==> src/rtl/ifetch_pkg.sv <==
// Shared types and constants for the instruction fetch unit.
package ifetch_pkg;

  localparam int              XLEN       = 32;
  localparam logic [XLEN-1:0] NOP        = 32'h0000_0013;
  localparam logic [XLEN-1:0] FETCH_STEP = 32'd4;

  typedef enum logic [1:0] {
    ST_RUN  = 2'd0,
    ST_HALT = 2'd1,
    ST_ERR  = 2'd2
  } state_e;

  function automatic logic is_aligned(input logic [XLEN-1:0] addr);
    return addr[1:0] == 2'b00;
  endfunction

endpackage

==> src/rtl/ifetch_fifo.sv <==
// In-order queue of {pc, inst} entries with flush; a push is accepted when
// full provided a pop happens in the same cycle.
module ifetch_fifo #(
  parameter int          DEPTH   = 2,
  parameter int          W       = 64,
  parameter logic [W-1:0] RST_WORD = '0
) (
  input  logic                   i_clk,
  input  logic                   i_rst,
  input  logic                   i_flush,
  input  logic                   i_push,
  input  logic [W-1:0]           i_wdata,
  input  logic                   i_pop,
  output logic [W-1:0]           o_rdata,
  output logic [$clog2(DEPTH):0] o_count
);

  localparam int AW = $clog2(DEPTH);
  localparam int CW = AW + 1;

  logic [W-1:0]  mem_q [DEPTH];
  logic [AW-1:0] rd_q;
  logic [AW-1:0] wr_q;
  logic [CW-1:0] cnt_q;
  logic          full;
  logic          do_pop;
  logic          do_push;

  assign full    = (cnt_q == CW'(DEPTH));
  assign do_pop  = i_pop & (cnt_q != CW'(0));
  assign do_push = i_push & (~full | do_pop);
  assign o_rdata = mem_q[rd_q];
  assign o_count = cnt_q;

  always_ff @(posedge i_clk) begin
    if (i_rst) begin
      rd_q  <= '0;
      wr_q  <= '0;
      cnt_q <= '0;
      for (int i = 0; i < DEPTH; i++) mem_q[i] <= RST_WORD;
    end else if (i_flush) begin
      rd_q  <= '0;
      wr_q  <= '0;
      cnt_q <= '0;
    end else begin
      if (do_push) begin
        mem_q[wr_q] <= i_wdata;
        wr_q        <= wr_q + AW'(1);
      end
      if (do_pop) rd_q <= rd_q + AW'(1);
      cnt_q <= cnt_q + CW'(do_push) - CW'(do_pop);
    end
  end

endmodule

==> src/rtl/ifetch.sv <==
// Instruction fetch unit: sequential word fetch, in-order buffering, redirect
// flush with stale-response discard. Optional same-cycle bypass: IFETCH_BYPASS_EN.
module ifetch
  import ifetch_pkg::*;
#(
  parameter logic [31:0] RESET_ADDR = 32'h0000_0000,
  parameter int          DEPTH      = 2
) (
  input  logic        i_clk,
  input  logic        i_rst,
  output logic        o_imem_ren,
  output logic [31:0] o_imem_raddr,
  input  logic        i_imem_ready,
  input  logic        i_imem_rvalid,
  input  logic [31:0] i_imem_rdata,
  output logic        o_inst_vld,
  output logic [31:0] o_inst,
  output logic [31:0] o_inst_pc,
  input  logic        i_inst_rdy,
  input  logic        i_redirect,
  input  logic [31:0] i_redirect_pc,
  input  logic        i_halt,
  output logic        o_fetch_err
);

  localparam int CW = $clog2(DEPTH) + 1;

  state_e        state_q,    state_d;
  logic [31:0]   fetch_pc_q, fetch_pc_d;
  logic [31:0]   resp_pc_q,  resp_pc_d;
  logic [CW-1:0] inflight_q, inflight_d;
  logic [CW-1:0] discard_q,  discard_d;

  logic [CW-1:0] fifo_cnt;
  logic [63:0]   fifo_head;
  logic          accept;
  logic          keep;
  logic          byp;
  logic          pop;
  logic          fifo_push;
  logic          fifo_pop;

  // In-flight requests plus buffered words never exceed DEPTH, so a response
  // always finds room in the queue.
  assign o_imem_ren = (state_q == ST_RUN) & ~i_redirect & ~i_halt & ~i_rst &
                      (({1'b0, fifo_cnt} + {1'b0, inflight_q}) < (CW+1)'(DEPTH));
  assign o_imem_raddr = fetch_pc_q;
  assign accept       = o_imem_ren & i_imem_ready;
  assign keep         = i_imem_rvalid & ~i_redirect & (discard_q == CW'(0));
  assign o_fetch_err  = (state_q == ST_ERR);

`ifdef IFETCH_BYPASS_EN
  assign byp = keep & (fifo_cnt == CW'(0));
`else
  assign byp = 1'b0;
`endif

  assign o_inst_vld            = (fifo_cnt != CW'(0)) | byp;
  assign {o_inst_pc, o_inst}   = byp ? {resp_pc_q, i_imem_rdata} : fifo_head;
  assign pop                   = o_inst_vld & i_inst_rdy;
  assign fifo_push             = keep & ~(byp & i_inst_rdy);
  assign fifo_pop              = pop & ~byp;

  ifetch_fifo #(
    .DEPTH    (DEPTH),
    .W        (64),
    .RST_WORD ({32'h0000_0000, NOP})
  ) u_fifo (
    .i_clk   (i_clk),
    .i_rst   (i_rst),
    .i_flush (i_redirect),
    .i_push  (fifo_push),
    .i_wdata ({resp_pc_q, i_imem_rdata}),
    .i_pop   (fifo_pop),
    .o_rdata (fifo_head),
    .o_count (fifo_cnt)
  );

  always_comb begin
    state_d    = state_q;
    fetch_pc_d = fetch_pc_q;
    resp_pc_d  = resp_pc_q;
    discard_d  = discard_q;
    inflight_d = inflight_q + CW'(accept) - CW'(i_imem_rvalid);
    if (i_redirect) begin
      state_d    = is_aligned(i_redirect_pc) ? ST_RUN : ST_ERR;
      fetch_pc_d = i_redirect_pc;
      resp_pc_d  = i_redirect_pc;
      // Everything still outstanding after this cycle belongs to the old path.
      discard_d  = inflight_q - CW'(i_imem_rvalid);
    end else begin
      if ((state_q == ST_RUN) && i_halt) state_d = ST_HALT;
      else                               state_d = state_q;
      if (accept) fetch_pc_d = fetch_pc_q + FETCH_STEP;
      else        fetch_pc_d = fetch_pc_q;
      if (keep) resp_pc_d = resp_pc_q + FETCH_STEP;
      else      resp_pc_d = resp_pc_q;
      if (i_imem_rvalid && (discard_q != CW'(0))) discard_d = discard_q - CW'(1);
      else                                        discard_d = discard_q;
    end
  end

  always_ff @(posedge i_clk) begin
    if (i_rst) begin
      state_q    <= ST_RUN;
      fetch_pc_q <= RESET_ADDR;
      resp_pc_q  <= RESET_ADDR;
      inflight_q <= '0;
      discard_q  <= '0;
    end else begin
      state_q    <= state_d;
      fetch_pc_q <= fetch_pc_d;
      resp_pc_q  <= resp_pc_d;
      inflight_q <= inflight_d;
      discard_q  <= discard_d;
    end
  end

endmodule

==> config.mk <==
export PLATFORM = sky130hd
export DESIGN_NAME = ifetch
export DESIGN_NICKNAME = d
export VERILOG_FILES = /design/src/rtl/ifetch_pkg.sv /design/src/rtl/ifetch_fifo.sv /design/src/rtl/ifetch.sv
export SDC_FILE = /design/constraint.sdc
export NUM_CORES = 1
export LEC_CHECK = 0
export CAP_MARGIN = 20
export CORE_MARGIN = 3
export CORE_UTILIZATION = 57
export DETAILED_ROUTE_END_ITERATION = 7
export PLACE_DENSITY = 0.86
export SYNTH_ARGS = -nofsm -noshare
export SYNTH_HDL_FRONTEND = slang
export SYNTH_SLANG_ARGS = --single-unit
==> constraint.sdc <==
create_clock -name i_clk -period 13.1 [get_ports i_clk]
set_input_delay 1.31 -clock i_clk [delete_from_list [all_inputs] [get_ports i_clk]]
set_output_delay 1.31 -clock i_clk [all_outputs]
set_load 0.01 [all_outputs]
After elaboration in Yosys (flattened, before gate mapping)
Memory sizes are Yosys's and may differ from the RTL's. A register that Yosys moved wholly into a read port is not among the register bits. Cells that the tools add are included.

Register bits: 74. Bits in writable memories: 128. Input port bits: 71. Output and inout bits: 99. Word-level logic and storage cells: 71. Memories: 1.

$add $sub $neg: 11. $lt $le $gt $ge: 1. Equal/unequal tests: 2. Multiplexer cells: 20. Bitwise operators: 15. Reduce and logical (&&, ||, !) cells: 13.

Memory list: u_fifo.mem_q (depth 2, bits a word 64, rd ports 1, clocked after Yosys merged registers in 1, write ports 2, line ifetch_fifo.sv:21) `logic [W-1:0] mem_q [DEPTH];`.

Operator list (number): 2-to-1 mux 32 bit (4); adder 32 x 3 -> 32 bit (second input constant) (2); 2-to-1 mux 64 bit (1); OR reduction 64 bit (1); nonzero test 2 bit (6); AND 1 bit (10); 2-to-1 mux 1 bit (10); 2-to-1 mux 2 bit (5); logical NOT 2 bit (3); subtractor 2 x 1 -> 2 bit (3); adder 2 x 1 -> 2 bit (2); == test 2 bit (second input constant) (2); NOT 1 bit (4); adder 2 x 2 -> 3 bit (1); less-than comparator 3 x 2 -> 1 bit (second input constant) (1); adder 1 bit (second input constant) (2); logical AND 1 bit (2); OR reduction 2 bit (1); subtractor 2 x 1 -> 2 bit (second input constant) (1); OR 1 bit (1).

Logic depth before layout (Yosys ltp)
Depth in word-level cells: 11. Gate-level depth with buffers: 11. Depth with buffers taken out: 11.

Modules after synthesis
Synthesis repeated with hierarchy kept, for this count alone.

Cell total of the unflattened synthesis: 840. Area total of the unflattened synthesis: 9639.2 um2.

By module, submodules not included: ifetch_fifo (instances 1, cells each 366, area an instance 5843.1 um2, sequential area each 3943.8 um2); ifetch (instances 1, cells each 474, area an instance 3796.1 um2, sequential area each 1401.3 um2).

Worst setup path after synthesis
No wires, ideal clock.

Path type: input to register. Start: input i_imem_rvalid. End: memory u_fifo.mem_q[0][0] (enable). Library setup time: 0.499 ns. Arrival time: 4.774 ns. Data required time: 12.601 ns. Slack: 7.827 ns. Stages: 3. Buffers on the path: 0. Cell sequence: nand2_1 -> or3_1 -> o21bai_1.

RTL lines: start: declaration (line ifetch.sv:14) `input logic i_imem_rvalid,`; end: declaration (line ifetch_fifo.sv:21).

Worst setup path in the final report
Start: input i_redirect. End: output o_imem_ren.

Word-level cells in the longest chain between the ends: 5.

Ends and longest elaborated chain: start: declaration (line ifetch.sv:20) `input logic i_redirect,`; NOT 1 bit (line ifetch.sv:45) `assign o_imem_ren = (state_q == ST_RUN) & ~i_redirect & ~i_halt & ~i_rst &`; AND 1 bit (4 in series) (line ifetch.sv:45); end: declaration (line ifetch.sv:11) `output logic o_imem_ren,`.

No other way between the ends.

==> results.py <==
metrics = {
    "layout": {
        "nFillCells": 1054,
        "final_cell_mix": "clkdlybuf4s50_1 (168), edfxtp_1 (128), and2_1 (127), dfxtp_1 (74), mux2_2 (64)",
        "drive_gt1_share_pct": 11.1,
        "final_common_cell": "clkdlybuf4s50_1",
        "area_delta_synth_final_pct": 26.4,
        "diodes": 0,
        "num-nets-final": 1054,
    },
    "drt": {
        "post_drt_wl_per_cell_microns": 17.6,
        "avgViaCountPerCell": 5.70,
        "drt_iter0_markers": 486,
        "drcViolationCount": 0,
        "num_vias": 6852,
        "wirelength_microns": 21100,
        "drtAntennaViolNets": 0,
        "first_pass_iters": 5,
    },
    "cts": {
        "ctsHoldBuffers": 0,
        "clk_latency_ps": 490,
        "cts_max_path_buffers": 3,
        "cts_buffers": 21,
        "clk_pin_slew_worst_paths_ps": 50,
        "cts_setup_buffers": 0,
        "cts_resized": 0,
        "cts_sinks": 203,
        "cts-root-buf": "clkbuf_16",
        "cts_tree": "built",
        "htree_num_levels": 1,
    },
    "logic_synthesis": {
        "synth_cells": 821,
        "ys_seq_elements": 203,
        "postSynth.asyncResetShare_pct": 0,
        "yosysSeqAreaShare_pct": 56.6,
        "avgSynthCellArea_sq_um": 11.5,
        "synth_mux_area_share_pct": 7.95,
        "post_synth_xor_area_fraction_pct": 4.73,
        "synthSimpleGateAreaFrac_pct": 19.0,
        "synth_edf_count": 128,
        "synth_top_family_by_area": "simple AND/OR/NAND/NOR gates",
        "synth_compound_gate_area_share_pct": 7.45,
        "ys_warn_count": 0,
        "syn_nets": 901,
        "ys_types": 50,
        "synth-adder-area-share_pct": 1.27,
        "netlist_area_sq_mm": 0.00944,
        "synth_flop_cell": "edfxtp_1",
    },
    "timing": {
        "skew_ps": 8.00,
        "setup_viol": 0,
        "fin_crit_ps": 4310,
        "maxSlewViolCount": 0,
        "final-hold-violation-count": 0,
        "tightest_slew_ps": 976,
        "fin_ws_ps": 8790,
        "setup_tns_ps": 0,
        "max_freq_mhz": 232,
        "maxSlewHeadroom_pct": 34.7,
        "grt_setup_unrepaired": "no",
        "post-route-period-util_pct": 32.9,
    },
    "floorplanning": {
        "core_sq_mm": 0.0161,
        "die_width_microns": 135,
        "die_h_microns": 135,
        "rows": 46,
        "ioPinCount": 170,
        "dieArea_sq_mm": 0.0181,
        "start_util_pct": 58.8,
    },
    "setup_path": {
        "r2r_slack_ps": 9940,
        "reg2reg_from": "u_fifo.o_count[0]$_SDFF_PP0_",
        "crit_fanout": 42,
        "crit_arrival_ps": 3000,
        "cp-startpoint": "i_redirect",
        "worstPathRequired_ps": 11790,
        "path_class": "input pin to output port",
        "critPathLaunchType": "input pin",
        "cp-end-kind": "output port",
    },
    "worst_hold_path": {
        "hold_path_class": "flop to flop",
        "hp-start": "resp_pc_q[1]$_SDFFE_PP0P_",
    },
    "placed_design": {
        "place.gp.congestion": 0.906,
        "dpl_worst_slack_ps": 8790,
        "port_buffers": 169,
        "post-dp-hpwl_microns": 13600,
    },
    "global_routing": {
        "grt_usage_pct": 23.0,
        "grt_overflow": 0,
        "grt_pass1_vias": 6620,
        "grt_max_degree": 65,
        "grt_pass1_wl_microns": 33900,
        "antenna_found_initial": 1,
    },
    "job": {
        "cap_violations": 0,
    },
    "power_and_ir_drop": {
        "power.density_mw_per_mm2": 122,
        "ir_drop_uv": 100,
        "p_leak_nw": 4.34,
    },
    "run_status": {
        "outcome": "finished, final reports clean",
    },
}
==> synthesized netlist by cell type, types with 2 or more instances <==
| cell type | instances | area (sq um) |
|---|---|---|
| nand4_2 | 2 | 25.0 |
| xnor2_1 | 24 | 210 |
| mux2i_1 | 3 | 30.0 |
| o311ai_1 | 2 | 17.5 |
| dfxtp_1 | 75 | 1500 |
| or3_1 | 7 | 43.8 |
| xor2_1 | 27 | 236 |
| nor3b_1 | 2 | 15.0 |
| o211ai_1 | 4 | 30.0 |
| a21boi_0 | 24 | 180 |
| o21ai_0 | 7 | 35.0 |
| buf_1 | 3 | 11.3 |
| nand3_1 | 23 | 115 |
| nor2b_1 | 3 | 18.8 |
| a21oi_1 | 28 | 140 |
| a31oi_1 | 5 | 31.3 |
| and4_1 | 7 | 61.3 |
| nor3_1 | 9 | 45.0 |
| edfxtp_1 | 128 | 3840 |
| a22oi_1 | 3 | 22.5 |
| nor4_1 | 10 | 62.6 |
| a211oi_1 | 16 | 120 |
| a2bb2oi_1 | 2 | 17.5 |
| or2_2 | 2 | 12.5 |
| clkbuf_1 | 43 | 161 |
| mux2_2 | 64 | 721 |
| nand2_1 | 39 | 146 |
| ha_1 | 8 | 100 |
| nand2b_1 | 5 | 31.3 |
| and3_1 | 13 | 81.3 |
| o21bai_1 | 2 | 15.0 |
| inv_1 | 26 | 97.6 |
| nand4_1 | 21 | 131 |
| or4_1 | 5 | 37.5 |
| nor2_1 | 35 | 131 |
| o311ai_0 | 4 | 35.0 |
| and2_1 | 127 | 795 |
==> power by group <==
part / switching [mW] / total [mW] / internal [mW]
logic: 0.0789 / 0.171 / 0.0917
registers: 0.0257 / 0.743 / 0.717
clock network: 0.228 / 0.540 / 0.312
total: 0.333 / 1.45 / 1.12
==> flip-flops by register name, summed over array words and instances, names as in the netlist, named ones only <==
signal          count
u_fifo.rd_q         1
resp_pc_q          32
u_fifo.mem_q      128
u_fifo.wr_q         1
o_imem_raddr       32
discard_q           2
state_q             2
inflight_q          2
u_fifo.o_count      2
==> routing by layer <==
metal	up-vias	GRT usage [%]	wire (microns)
met2	332	35.6	9480
met4	2	6.67	416
met3	40	4.55	1990
li1	3252	-	-
met5	-	0	13
met1	3226	33.4	9250
==> worst paths after layout <==
check                                                endpoint  cells past startpoint
worst min-delay path                resp_pc_q[1]$_SDFFE_PP0P_                      2
worst max register to register  o_imem_raddr[26]$_SDFFE_PP0P_                      8
worst min register to register      resp_pc_q[1]$_SDFFE_PP0P_                      2
worst max-delay path                               o_imem_ren                      5
==> kinds of logic (layout without fill, tap and decap cells) <==
group | Yosys count | count (layout)
AO/OA/AOI/OAI | 104 | 104
AND/OR/NAND/NOR | 313 | 313
buffers and inverters | 74 | 240
flip-flops | 203 | 203
multiplexers | 67 | 67
adder cells (fa/ha/maj) | 9 | 9
XOR/XNOR | 51 | 51
==> through the flow <==
step                hold WS [ps]  area, sq um  power (mW)  std cells  utilization (%)
detailed placement           454        11300       0.925       1166             70.4
global route                 479        11900        1.51       1203             74.3
CTS                          461        11900        1.46       1202             74.2
floorplan                    440         9440       0.834        821                -
global placement             449        11300       0.920       1166             70.4
finish                       457        11900        1.45       1203             74.3
==> critical path, stage by stage <==
cell	delay (ps)
clkdlybuf4s50_1	390
buf_4	260
nor3_1	310
and2_1	170
clkdlybuf4s50_1	530
==> area by class of cell <==
type / instances / area [sq um] / share of cell area [%]
Sequential cell: 203 / 5350 / 44.8
Multi-Input combinational cell: 544 / 3840 / 32.2
Inverter: 27 / 101 / 0.849
Timing Repair Buffer: 177 / 1760 / 14.7
Clock buffer: 26 / 544 / 4.56
Tap cell: 216 / 270 / 2.27
Clock inverter: 10 / 68.8 / 0.577
No activity file was read; power rests on OpenSTA's default activity.
